<file path="src/rtl/tt_um_emern_spi_pkg.sv">
// Shared definitions for the SPI scene register file.
//   - register addresses and payload lengths (in bytes)
//   - SPI slave FSM state type
//   - field widths and bit offsets inside the 48-bit polygon word
//     {color[5:0], v0x[6:0], v0y[5:0], v1x[6:0], v1y[5:0], v2x[6:0], v2y[5:0], depth[2:0]}
package tt_um_emern_spi_pkg;

  localparam logic [2:0] ADDR_BG    = 3'd0;
  localparam logic [2:0] ADDR_EN    = 3'd1;
  localparam logic [2:0] ADDR_POLY0 = 3'd2;
  localparam logic [2:0] ADDR_POLY1 = 3'd3;

  localparam logic [2:0] LEN_BYTE = 3'd1;
  localparam logic [2:0] LEN_POLY = 3'd6;

  localparam int POLY_W = 48;

  typedef enum logic [1:0] {
    ST_IDLE = 2'd0,
    ST_CMD  = 2'd1,
    ST_DATA = 2'd2,
    ST_DONE = 2'd3
  } spi_state_t;

  localparam int COLOR_W = 6;
  localparam int X_W     = 7;
  localparam int Y_W     = 6;
  localparam int DEPTH_W = 3;

  localparam int COLOR_OFF = 42;
  localparam int V0X_OFF   = 35;
  localparam int V0Y_OFF   = 29;
  localparam int V1X_OFF   = 22;
  localparam int V1Y_OFF   = 16;
  localparam int V2X_OFF   = 9;
  localparam int V2Y_OFF   = 3;
  localparam int DEPTH_OFF = 0;

  // Reserved addresses behave like 1-byte registers: the host may clock one
  // byte, which is ignored on write and reads back as zero.
  function automatic logic [2:0] payload_len(input logic [2:0] addr);
    case (addr)
      ADDR_POLY0, ADDR_POLY1: payload_len = LEN_POLY;
      default:                payload_len = LEN_BYTE;
    endcase
  endfunction

endpackage

</file>
<file path="src/rtl/tt_um_emern_spi_sync.sv">
// Multi-flop synchronizer for one asynchronous input, with edge detection
// taken from the last two synchronized samples.
//   clk, rst_n : system clock, asynchronous active-low reset
//   d          : asynchronous input
//   q          : synchronized level
//   rise, fall : one-cycle pulses on synchronized 0->1 / 1->0 transitions
module tt_um_emern_spi_sync #(
  parameter int   STAGES    = 2,
  parameter logic RESET_VAL = 1'b0
) (
  input  logic clk,
  input  logic rst_n,
  input  logic d,
  output logic q,
  output logic rise,
  output logic fall
);

  logic [STAGES-1:0] chain_q, chain_d;
  logic              prev_q, prev_d;

  always_comb begin
    chain_d = {chain_q[STAGES-2:0], d};
    prev_d  = chain_q[STAGES-1];
  end

  // Reset to the line's idle level so reset release does not look like an edge.
  always_ff @(posedge clk or negedge rst_n) begin
    if (!rst_n) begin
      chain_q <= {STAGES{RESET_VAL}};
      prev_q  <= RESET_VAL;
    end else begin
      chain_q <= chain_d;
      prev_q  <= prev_d;
    end
  end

  assign q    = chain_q[STAGES-1];
  assign rise = chain_q[STAGES-1] & ~prev_q;
  assign fall = ~chain_q[STAGES-1] & prev_q;

endmodule

</file>
<file path="src/rtl/tt_um_emern_spi_regfile.sv">
// SPI slave (mode 0, MSB first) with a double-buffered scene register file.
// The host writes shadow registers at any time; shadows are copied to the
// active output registers only while en_load is high, so the pixel core never
// sees a partially updated scene.
//   clk, rst_n        : pixel clock, asynchronous active-low reset
//   cs_in/sck_in/mosi_in/miso_out : SPI slave pins (cs active low)
//   en_load           : commit window (screen blanked)
//   bg_color_out      : background colour
//   poly_color_out, v*_x_out, v*_y_out, poly_depth_out : {poly1, poly0} fields
//   poly_enable_out   : bit n enables polygon n
//
// Transaction: command byte {R/nW, 4'bx, addr[2:0]} then payload bytes.
// Handshake note: there is no valid/ready pair here; a shadow write is accepted
// exactly when the last payload bit is sampled, and the commit is a level
// condition (en_load & pending) acted on in the same clock.
module tt_um_emern_spi_regfile
  import tt_um_emern_spi_pkg::*;
#(
  parameter int SYNC_STAGES = 2
) (
  input  logic        clk,
  input  logic        rst_n,
  input  logic        cs_in,
  input  logic        sck_in,
  input  logic        mosi_in,
  output logic        miso_out,
  input  logic        en_load,
  output logic [5:0]  bg_color_out,
  output logic [11:0] poly_color_out,
  output logic [13:0] v0_x_out,
  output logic [13:0] v1_x_out,
  output logic [13:0] v2_x_out,
  output logic [11:0] v0_y_out,
  output logic [11:0] v1_y_out,
  output logic [11:0] v2_y_out,
  output logic [5:0]  poly_depth_out,
  output logic [1:0]  poly_enable_out
);

  logic cs_level_unused, cs_rise, cs_fall;
  logic sck_level_unused, sck_rise, sck_fall;
  logic mosi_s, mosi_rise_unused, mosi_fall_unused;

  tt_um_emern_spi_sync #(.STAGES(SYNC_STAGES), .RESET_VAL(1'b1)) u_sync_cs (
    .clk(clk), .rst_n(rst_n), .d(cs_in),
    .q(cs_level_unused), .rise(cs_rise), .fall(cs_fall)
  );

  tt_um_emern_spi_sync #(.STAGES(SYNC_STAGES), .RESET_VAL(1'b0)) u_sync_sck (
    .clk(clk), .rst_n(rst_n), .d(sck_in),
    .q(sck_level_unused), .rise(sck_rise), .fall(sck_fall)
  );

  tt_um_emern_spi_sync #(.STAGES(SYNC_STAGES), .RESET_VAL(1'b0)) u_sync_mosi (
    .clk(clk), .rst_n(rst_n), .d(mosi_in),
    .q(mosi_s), .rise(mosi_rise_unused), .fall(mosi_fall_unused)
  );

  spi_state_t        state_q, state_d;
  logic [2:0]        bit_cnt_q, bit_cnt_d;
  logic [2:0]        byte_cnt_q, byte_cnt_d;
  logic [2:0]        addr_q, addr_d;
  logic              rw_q, rw_d;
  logic [POLY_W-1:0] stage_q, stage_d;
  logic [POLY_W-1:0] tx_q, tx_d;
  logic              miso_q, miso_d;
  logic              pending_q, pending_d;

  logic [5:0]        bg_sh_q, bg_sh_d;
  logic [1:0]        en_sh_q, en_sh_d;
  logic [POLY_W-1:0] p0_sh_q, p0_sh_d;
  logic [POLY_W-1:0] p1_sh_q, p1_sh_d;

  logic [5:0]        bg_q, bg_d;
  logic [1:0]        en_q, en_d;
  logic [POLY_W-1:0] p0_q, p0_d;
  logic [POLY_W-1:0] p1_q, p1_d;

  logic [2:0]        next_addr;
  logic [POLY_W-1:0] tx_load;
  logic              wr_done;

  // Address after the final command bit; needed in the same cycle to preload
  // the read shift register.
  assign next_addr = {addr_q[1:0], mosi_s};

  // Read data is left-aligned so bit 47 is always the next bit on the wire.
  always_comb begin
    tx_load = '0;
    case (next_addr)
      ADDR_BG:    tx_load = {2'b00, bg_sh_q, 40'd0};
      ADDR_EN:    tx_load = {6'd0, en_sh_q, 40'd0};
      ADDR_POLY0: tx_load = p0_sh_q;
      ADDR_POLY1: tx_load = p1_sh_q;
      default:    tx_load = '0;
    endcase
  end

  always_comb begin
    state_d    = state_q;
    bit_cnt_d  = bit_cnt_q;
    byte_cnt_d = byte_cnt_q;
    addr_d     = addr_q;
    rw_d       = rw_q;
    stage_d    = stage_q;
    tx_d       = tx_q;
    miso_d     = miso_q;
    wr_done    = 1'b0;

    case (state_q)
      ST_IDLE: begin
        miso_d = 1'b0;
        if (cs_fall) begin
          state_d   = ST_CMD;
          bit_cnt_d = 3'd0;
        end
      end
      ST_CMD: begin
        miso_d = 1'b0;
        if (sck_rise) begin
          if (bit_cnt_q == 3'd0) rw_d = mosi_s;
          addr_d    = next_addr;
          bit_cnt_d = bit_cnt_q + 3'd1;
          if (bit_cnt_q == 3'd7) begin
            state_d    = ST_DATA;
            byte_cnt_d = 3'd0;
            tx_d       = tx_load;
          end
        end
      end
      ST_DATA: begin
        // The first fall seen here is the one ending the command byte.
        if (sck_fall) begin
          miso_d = rw_q & tx_q[POLY_W-1];
          tx_d   = {tx_q[POLY_W-2:0], 1'b0};
        end
        if (sck_rise) begin
          stage_d   = {stage_q[POLY_W-2:0], mosi_s};
          bit_cnt_d = bit_cnt_q + 3'd1;
          if (bit_cnt_q == 3'd7) begin
            byte_cnt_d = byte_cnt_q + 3'd1;
            if (byte_cnt_q == payload_len(addr_q) - 3'd1) begin
              state_d = ST_DONE;
              miso_d  = 1'b0;
              wr_done = ~rw_q & ~addr_q[2];
            end
          end
        end
      end
      ST_DONE: begin
        miso_d = 1'b0;
      end
      default: begin
        state_d = ST_IDLE;
        miso_d  = 1'b0;
      end
    endcase

    if (cs_rise) begin
      state_d = ST_IDLE;
      miso_d  = 1'b0;
    end
  end

  // Shadow writes, commit and pending. The commit copies the registered
  // shadows, so a write landing in the commit cycle is not included and keeps
  // pending set for the next window.
  always_comb begin
    bg_sh_d   = bg_sh_q;
    en_sh_d   = en_sh_q;
    p0_sh_d   = p0_sh_q;
    p1_sh_d   = p1_sh_q;
    bg_d      = bg_q;
    en_d      = en_q;
    p0_d      = p0_q;
    p1_d      = p1_q;
    pending_d = pending_q;

    if (en_load && pending_q) begin
      bg_d      = bg_sh_q;
      en_d      = en_sh_q;
      p0_d      = p0_sh_q;
      p1_d      = p1_sh_q;
      pending_d = 1'b0;
    end

    if (wr_done) begin
      pending_d = 1'b1;
      case (addr_q)
        ADDR_BG:    bg_sh_d = stage_d[5:0];
        ADDR_EN:    en_sh_d = stage_d[1:0];
        ADDR_POLY0: p0_sh_d = stage_d;
        ADDR_POLY1: p1_sh_d = stage_d;
        default:    pending_d = pending_q;
      endcase
    end
  end

  always_ff @(posedge clk or negedge rst_n) begin
    if (!rst_n) begin
      state_q    <= ST_IDLE;
      bit_cnt_q  <= '0;
      byte_cnt_q <= '0;
      addr_q     <= '0;
      rw_q       <= 1'b0;
      stage_q    <= '0;
      tx_q       <= '0;
      miso_q     <= 1'b0;
      pending_q  <= 1'b0;
      bg_sh_q    <= '0;
      en_sh_q    <= '0;
      p0_sh_q    <= '0;
      p1_sh_q    <= '0;
      bg_q       <= '0;
      en_q       <= '0;
      p0_q       <= '0;
      p1_q       <= '0;
    end else begin
      state_q    <= state_d;
      bit_cnt_q  <= bit_cnt_d;
      byte_cnt_q <= byte_cnt_d;
      addr_q     <= addr_d;
      rw_q       <= rw_d;
      stage_q    <= stage_d;
      tx_q       <= tx_d;
      miso_q     <= miso_d;
      pending_q  <= pending_d;
      bg_sh_q    <= bg_sh_d;
      en_sh_q    <= en_sh_d;
      p0_sh_q    <= p0_sh_d;
      p1_sh_q    <= p1_sh_d;
      bg_q       <= bg_d;
      en_q       <= en_d;
      p0_q       <= p0_d;
      p1_q       <= p1_d;
    end
  end

  assign miso_out        = miso_q;
  assign bg_color_out    = bg_q;
  assign poly_enable_out = en_q;
  assign poly_color_out  = {p1_q[COLOR_OFF +: COLOR_W], p0_q[COLOR_OFF +: COLOR_W]};
  assign v0_x_out        = {p1_q[V0X_OFF +: X_W], p0_q[V0X_OFF +: X_W]};
  assign v1_x_out        = {p1_q[V1X_OFF +: X_W], p0_q[V1X_OFF +: X_W]};
  assign v2_x_out        = {p1_q[V2X_OFF +: X_W], p0_q[V2X_OFF +: X_W]};
  assign v0_y_out        = {p1_q[V0Y_OFF +: Y_W], p0_q[V0Y_OFF +: Y_W]};
  assign v1_y_out        = {p1_q[V1Y_OFF +: Y_W], p0_q[V1Y_OFF +: Y_W]};
  assign v2_y_out        = {p1_q[V2Y_OFF +: Y_W], p0_q[V2Y_OFF +: Y_W]};
  assign poly_depth_out  = {p1_q[DEPTH_OFF +: DEPTH_W], p0_q[DEPTH_OFF +: DEPTH_W]};

endmodule
</file>
<file path="config.mk">
export PLATFORM = sky130hd
export DESIGN_NAME = tt_um_emern_spi_regfile
export DESIGN_NICKNAME = d
export VERILOG_FILES = /design/src/rtl/tt_um_emern_spi_pkg.sv /design/src/rtl/tt_um_emern_spi_sync.sv /design/src/rtl/tt_um_emern_spi_regfile.sv
export SDC_FILE = /design/constraint.sdc
export NUM_CORES = 1
export LEC_CHECK = 0
export ABC_AREA = 1
export CAP_MARGIN = 15
export CORE_ASPECT_RATIO = 0.7
export CORE_MARGIN = 2
export CORE_UTILIZATION = 30
export DETAILED_ROUTE_END_ITERATION = 10
export HOLD_SLACK_MARGIN = 0.06
export PLACE_DENSITY = 0.49
export SLEW_MARGIN = 30
export SYNTH_ARGS = -nofsm -noshare
export SYNTH_HDL_FRONTEND = slang
export SYNTH_SLANG_ARGS = --single-unit
</file>
<file path="constraint.sdc">
create_clock -name clk -period 4.05 [get_ports clk]
set_input_delay 0.81 -clock clk [delete_from_list [all_inputs] [get_ports clk]]
set_output_delay 0.81 -clock clk [all_outputs]
set_load 0.01 [all_outputs]
</file>
=== Word-level counts from Yosys, hierarchy flattened ===
Cells that the tools add are included.

* Bits in registers: 326

* Add/sub/neg operators: 3
* Equality and inequality tests: 25
* Multiplexer cells: 40
* Bitwise gates (word level): 12
* Reductions and logical operators: 24

{| class="wikitable"
|+ Operators with widths
! kind !! number
|-
| two-way mux 48 bit || 5
|-
| one-hot mux 48 bit (4 select lines) || 1
|-
| one-hot mux 48 bit (2 select lines) || 1
|-
| two-way mux 3 bit || 10
|-
| inequality test 3 bit (second input constant) || 6
|-
| two-way mux 2 bit || 7
|-
| inequality test 2 bit (second input constant) || 7
|-
| == test 3 x 2 -> 1 bit (second input constant) || 4
|-
| two-way mux 1 bit || 12
|-
| one-hot mux 3 bit (2 select lines) || 2
|-
| AND reduction 2 bit || 6
|-
| logical NOT 3 bit || 3
|-
| AND reduction 7 bit || 1
|-
| adder 3 x 1 -> 3 bit (second input constant) || 2
|-
| AND 1 bit || 6
|-
| == test 3 x 1 -> 1 bit (second input constant) || 2
|-
| inverter 1 bit || 6
|-
| one-hot mux 2 bit (3 select lines) || 1
|-
| AND reduction 3 bit || 2
|-
| nonzero test 2 bit || 3
|-
| AND reduction 5 bit || 1
|-
| == test 2 bit (second input constant) || 2
|-
| AND reduction 4 bit || 1
|-
| nonzero test 4 bit || 1
|-
| other kinds (11) || 12
|}

=== Logic depth before layout (Yosys ltp) ===
* Depth in word-level cells: 14
* Gate-level depth with buffers: 12
* Mapped depth without buffers: 10

=== By module ===
From an unflattened synthesis, not the netlist that was laid out.

* Cells, all modules: 1552
* Area, all modules: 13798.2 µm²

{| class="wikitable"
|+ Modules (own cells, without submodules)
! module !! instances !! cells an instance !! area each (µm²)
|-
| tt_um_emern_spi_regfile || 1 || 1531 || 13524.2
|-
| tt_um_emern_spi_sync (u_sync_mosi ...) || 2 || 7 || 90.1
|-
| tt_um_emern_spi_sync (u_sync_cs) || 1 || 7 || 93.8
|}

=== Least setup slack after synthesis ===
No wires, ideal clock.

* Path type: input -> register
* Start point: input port en_load
* End point: register bg_q[5] (netlist: bg_color_out[5])
* Setup time: 0.125 ns
* Arrival time: 1.712 ns
* Required time: 3.925 ns
* Path slack: 2.213 ns
* Stages on the path: 4
* Path buffers: 2
* Cell sequence: nand2_1 > buf_2 > buf_1 > mux2_2

* Longest elaborated chain between the ends: 1

{| class="wikitable"
|+ Ends and longest elaborated chain
! element !! line !! text
|-
| start, declared || tt_um_emern_spi_regfile.sv:27 || <nowiki>input logic en_load,</nowiki>
|-
| logical AND 1 bit || tt_um_emern_spi_regfile.sv:179 || <nowiki>if (en_load && pending_q) begin</nowiki>
|-
| end signal, assigned || tt_um_emern_spi_regfile.sv:232 || <nowiki>bg_q <= bg_d;</nowiki>
|-
| end, declared || tt_um_emern_spi_regfile.sv:74 || <nowiki>logic [5:0] bg_q, bg_d;</nowiki>
|}

No other way between the ends.
A chain may end at the register's enable or synchronous reset.

=== Worst setup path in the final report ===
* Start point: register state_q[0]
* End point: register tx_q[33]

* Longest elaborated chain between the ends: 3
* Elaborated cells between the ends (all ways): 8

{| class="wikitable"
|+ Ends and longest elaborated chain
! element !! line !! text
|-
| start, declared || tt_um_emern_spi_regfile.sv:59 || <nowiki>spi_state_t state_q, state_d;</nowiki>
|-
| start signal, assigned || tt_um_emern_spi_regfile.sv:219 || <nowiki>state_q <= state_d;</nowiki>
|-
| == test 2 bit / == test 2 x 1 -> 1 bit (equally long branches) || tt_um_emern_spi_regfile.sv:110 || <nowiki>case (state_q)</nowiki>
|-
| inequality test 2 bit (no source line) / nonzero test 2 bit (equally long branches) || - ||
|-
| AND reduction 4 bit (no source line) || - ||
|-
| end signal, assigned || tt_um_emern_spi_regfile.sv:225 || <nowiki>tx_q <= tx_d;</nowiki>
|-
| end, declared || tt_um_emern_spi_regfile.sv:65 || <nowiki>logic [POLY_W-1:0] tx_q, tx_d;</nowiki>
|}

Parallel ways exist; a longest one is shown, timed or not.

==> flow_summary.rst <==
.. list-table::
   :header-rows: 1

   * - Metric
     - Value
   * - Final worst path period share
     - 69.86%
   * - CTS tree
     - yes
   * - Placement-stage worst setup slack
     - 1.201 ns
   * - Run status
     - completed
   * - Highest routed layer
     - met4
   * - DR WL met2
     - 13.82 mm
   * - DRC violations left
     - 0
   * - Area of the core
     - 43,880 sq um
   * - Power Dens Cells
     - 538.8 nW/um^2
   * - Power Internal
     - ~6.2 mW
   * - Average vias per placed instance
     - 4.524
   * - Final GP Congestion
     - 0.7424
   * - TritonCTS Sinks
     - 326
   * - Net switching share of the total power
     - around 30%
   * - Number of pins exceeding their max-slew limit in the final report
     - 0
   * - Count of cells along the worst register-to-register path
     - 10
   * - Startpoint of the worst setup timing path
     - state_q[0]$_DFFE_PN0P_
   * - Clk pwr share
     - 39.1%
   * - Crit path DAT
     - 3.27 ns
   * - Syn_nets
     - between 1,000 and 1,500
   * - Via count of the first global-routing pass
     - 9,574
   * - Total global routing overflow
     - 0
   * - Final count of negative-setup-slack endpoints
     - 0
   * - Critical path capture point type
     - flip-flop
   * - Initial standard-cell utilization of the core
     - a little under a third
   * - Number of cells upsized or downsized after cts
     - 0
   * - Row count
     - 64
   * - Mean instance size in the synthesized netlist
     - 9.440 sq um
   * - First-pass iteration count of the detailed router
     - 5
   * - Total CTS buffers
     - 31
   * - DRC violation total after the first TritonRoute iteration
     - between 700 and 800
   * - Post-Route WL
     - 33.43 mm
   * - Number of buffers inserted by port buffering
     - 110
   * - Setup repair after global routing missed its margin
     - no
   * - Number of instances in the placed design
     - 2,061
   * - Maximum frequency from static timing analysis
     - 353.5 MHz
   * - Die span in x
     - 256.7 um
   * - Critical path type
     - reg2reg
   * - Post-route setup slack
     - 1.221 ns
   * - Final HPWL DP
     - 21.26 mm
   * - Synth Register Bits
     - 326
   * - Reg2reg start
     - state_q[0]$_DFFE_PN0P_
   * - Post-Route Skew
     - 0.01382 ns
   * - Yosys synthesis warning count
     - 0
   * - Clock-pin transition on the worst setup and hold timing paths
     - approximately 0.06 ns
   * - Distinct cell type count after synthesis
     - 34
   * - Buffer cell driving the clock tree root
     - clkbuf_16
   * - Maximum buffer depth of the clock tree
     - 3
   * - Register area share after synthesis
     - between 60% and 70%
   * - H-tree depth reported by CTS
     - 1
   * - Combinational share of power
     - 17.8%
   * - Number of top-level pins
     - 111
   * - Required time of the critical path
     - 4.49 ns
   * - Routed length on met3
     - 1.296 mm
   * - Post-synthesis cell count
     - 1,420
   * - Worst slew pin tran
     - about 0.94 ns
   * - CTS Hold Buffers Added
     - 0
   * - Post-synthesis instance area
     - 13,410 sq um
   * - Final std cells w/o fill
     - 2,118
   * - Die Footprint
     - 46,420 sq um
   * - Number of antenna cells inserted
     - 0
   * - Post-detailed-route wirelength per cell
     - ~16 um
   * - Minimum period implied by the final worst setup slack
     - 2.829 ns
   * - Setup Fix Bufs, Post-CTS
     - 0
   * - Total negative setup slack
     - 0 ns
   * - Minimum setup slack among reg-to-reg paths
     - approximately 1.2 ns
   * - Layout overhead on the synthesized area
     - 20.92%
   * - Vias post-DR
     - 9,581
   * - Worst-case headroom to the max-slew limit
     - 37.02%
   * - Largest net degree at the start of global routing
     - 98
   * - Destination of the worst register-to-register timing path
     - tx_q[33]$_DFFE_PN0P_
   * - Remaining antenna violation count after routing
     - 0
   * - Final net count
     - 1,518
   * - Endpoint of the worst setup timing path
     - tx_q[33]$_DFFE_PN0P_
   * - Routed length on met1
     - 17.73 mm
   * - Hold violation total from the final report
     - 0
   * - Power share of the sequential group
     - 43.1%
   * - Launching element type of the critical path
     - flip-flop
   * - Max VDD drop
     - 369.0 uV
   * - Die extent in y
     - 180.9 um
   * - Max-cap violations
     - 0
   * - Static Leak
     - 7.099 nW
   * - NetSw
     - 2.582 mW
   * - Number of antenna violations at the first check in global routing
     - 1
   * - Source-to-sink clock delay at the later pin of the worst-skew pair
     - 0.57 ns
   * - Type of the tightest min-delay check
     - in2async
   * - First-pass GRT wire length
     - 54.83 mm
   * - Critical path fanouts, max
     - 52
   * - Ratio of cells with drive above 1 in the final layout
     - 8.465%
   * - Global routing usage summed across all routing layers
     - 14.58%
## cell families after synthesis
| group | after synthesis | share of synthesized area [%] |
|---|---|---|
| and+or+nand+nor | 491 | 14.56 |
| AOI/OAI and AO/OA | 331 | 13.08 |
| DFF | 326 | 60.88 |
| buffers and inverters | 225 | 7.439 |
| muxes | 34 | 2.856 |
| adders and majority gates | 12 | 1.120 |
| xor gates and xnor gates | 1 | 0.06535 |
## layout make-up
class                      count  area [sq um]
clock buffer                  41         903.4
clock inverter                16         310.3
fill                        4465         27670
inverter                     146         550.5
multi-input combinational    869          4264
sequential                   326          8162
tap                          594         743.2
timing repair buffer         126          1276
## flip-flops by register name, indices dropped and copies added, names as in the netlist, 2 cells and up
signal and cells:
bit_cnt_q 3, addr_q 3, en_sh_q 2, p0_q 48, p1_q 48, u_sync_mosi.chain_q 2
p1_sh_q 48, byte_cnt_q 3, stage_q 48, p0_sh_q 48, poly_enable_out 2, state_q 2
u_sync_sck.chain_q 2, tx_q 48, u_sync_cs.chain_q 2, bg_sh_q 6, bg_color_out 6
## synthesized netlist by cell type
cell | count | area share [%]
nand2_1 | 417 | 12
dfrtp_1 | 323 | 60
inv_1 | 140 | 3.9
o21ai_0 | 121 | 4.5
o21ai_1 | 106 | 4.0
a21oi_1 | 49 | 1.8
nor2_1 | 44 | 1.2
buf_2 | 36 | 1.3
mux2_2 | 34 | 2.9
o22ai_1 | 34 | 1.6
clkbuf_1 | 24 | 0.67
nand3_1 | 13 | 0.49
ha_1 | 12 | 1.1
buf_6 | 10 | 0.84
a22oi_1 | 9 | 0.50
o21bai_1 | 9 | 0.50
buf_4 | 8 | 0.45
inv_2 | 5 | 0.14
nor3_1 | 4 | 0.15
dfstp_2 | 3 | 0.59
nor2_4 | 3 | 0.25
nand3_2 | 2 | 0.15
nand3_4 | 2 | 0.26
nand4_1 | 2 | 0.093
a22o_1 | 1 | 0.065
buf_1 | 1 | 0.028
inv_4 | 1 | 0.047
nand2_2 | 1 | 0.047
nor2_2 | 1 | 0.047
nor3_4 | 1 | 0.12
nor4_1 | 1 | 0.047
o211ai_1 | 1 | 0.056
o21a_1 | 1 | 0.056
xor2_1 | 1 | 0.065
## per-layer routing
layer,vias to the layer above,global-route usage [%]
li1,4738,-
met1,4635,22.68
met2,173,21.43
met3,35,2.189
met4,0,2.744
met5,-,0
## worst min-delay path by stage
stage,end,cells past startpoint,slack (ns)
floorplan,u_sync_mosi.chain_q[1]$_DFF_PN0_,0,0.33
global placement,u_sync_sck.chain_q[1]$_DFF_PN0_,0,0.34
detailed placement,u_sync_mosi.chain_q[1]$_DFF_PN0_,0,0.34
finish,stage_q[18]$_DFF_PN0_,1,0.27
CTS,stage_q[20]$_DFF_PN0_,1,0.29
global route,p0_sh_q[18]$_DFFE_PN0P_,1,0.31
## critical path, cell delays in order (launching register included)
cell and delay [ns]:
dfrtp_1 0.43, inv_1 0.13, ha_2 0.23, buf_4 0.50, a21oi_1 0.17, nand2_2 0.10, inv_2 0.04, nand2_1 0.41
inv_2 0.41, nand2_1 0.15, o21ai_0 0.10
## cells in the final DEF, fill, tap and decap left out, types with 4 or more instances in the layout
cell type	instances
nand2_1	415
dfrtp_1	323
inv_1	140
o21ai_0	121
clkdlybuf4s50_1	109
o21ai_1	106
a21oi_1	49
nor2_1	44
mux2_2	34
o22ai_1	34
clkbuf_16	31
nand3_1	13
buf_4	12
ha_1	11
a22oi_1	9
o21bai_1	9
bufinv_16	9
clkbuf_8	9
inv_2	5
clkinv_2	5
nor2_4	4
nor3_1	4
buf_12	4
## power by group through the flow
stage	clock network [mW]	logic (mW)	registers, mW
6_report	3.41	1.56	3.76
5_1_grt	3.64	1.78	3.80
4_1_cts	3.49	1.57	3.76
3_5_place_dp	0	1.56	3.82
3_3_place_gp	0	1.52	3.81
2_1_floorplan	0	1.17	3.76
## per-stage QoR
| stage | area [sq um] | utilization, % | total power [mW] | hold slack (ns) |
|---|---|---|---|---|
| floorplan | 13410 | - | 4.923 | 0.3312 |
| global placement | 15000 | 34.17 | 5.337 | 0.3406 |
| detailed placement | 15000 | 34.17 | 5.381 | 0.3448 |
| CTS | 16210 | 36.94 | 8.825 | 0.2856 |
| global route | 16210 | 36.94 | 9.216 | 0.3149 |
| finish | 16210 | 36.94 | 8.733 | 0.2707 |
Power figures use the tool's default switching activity.
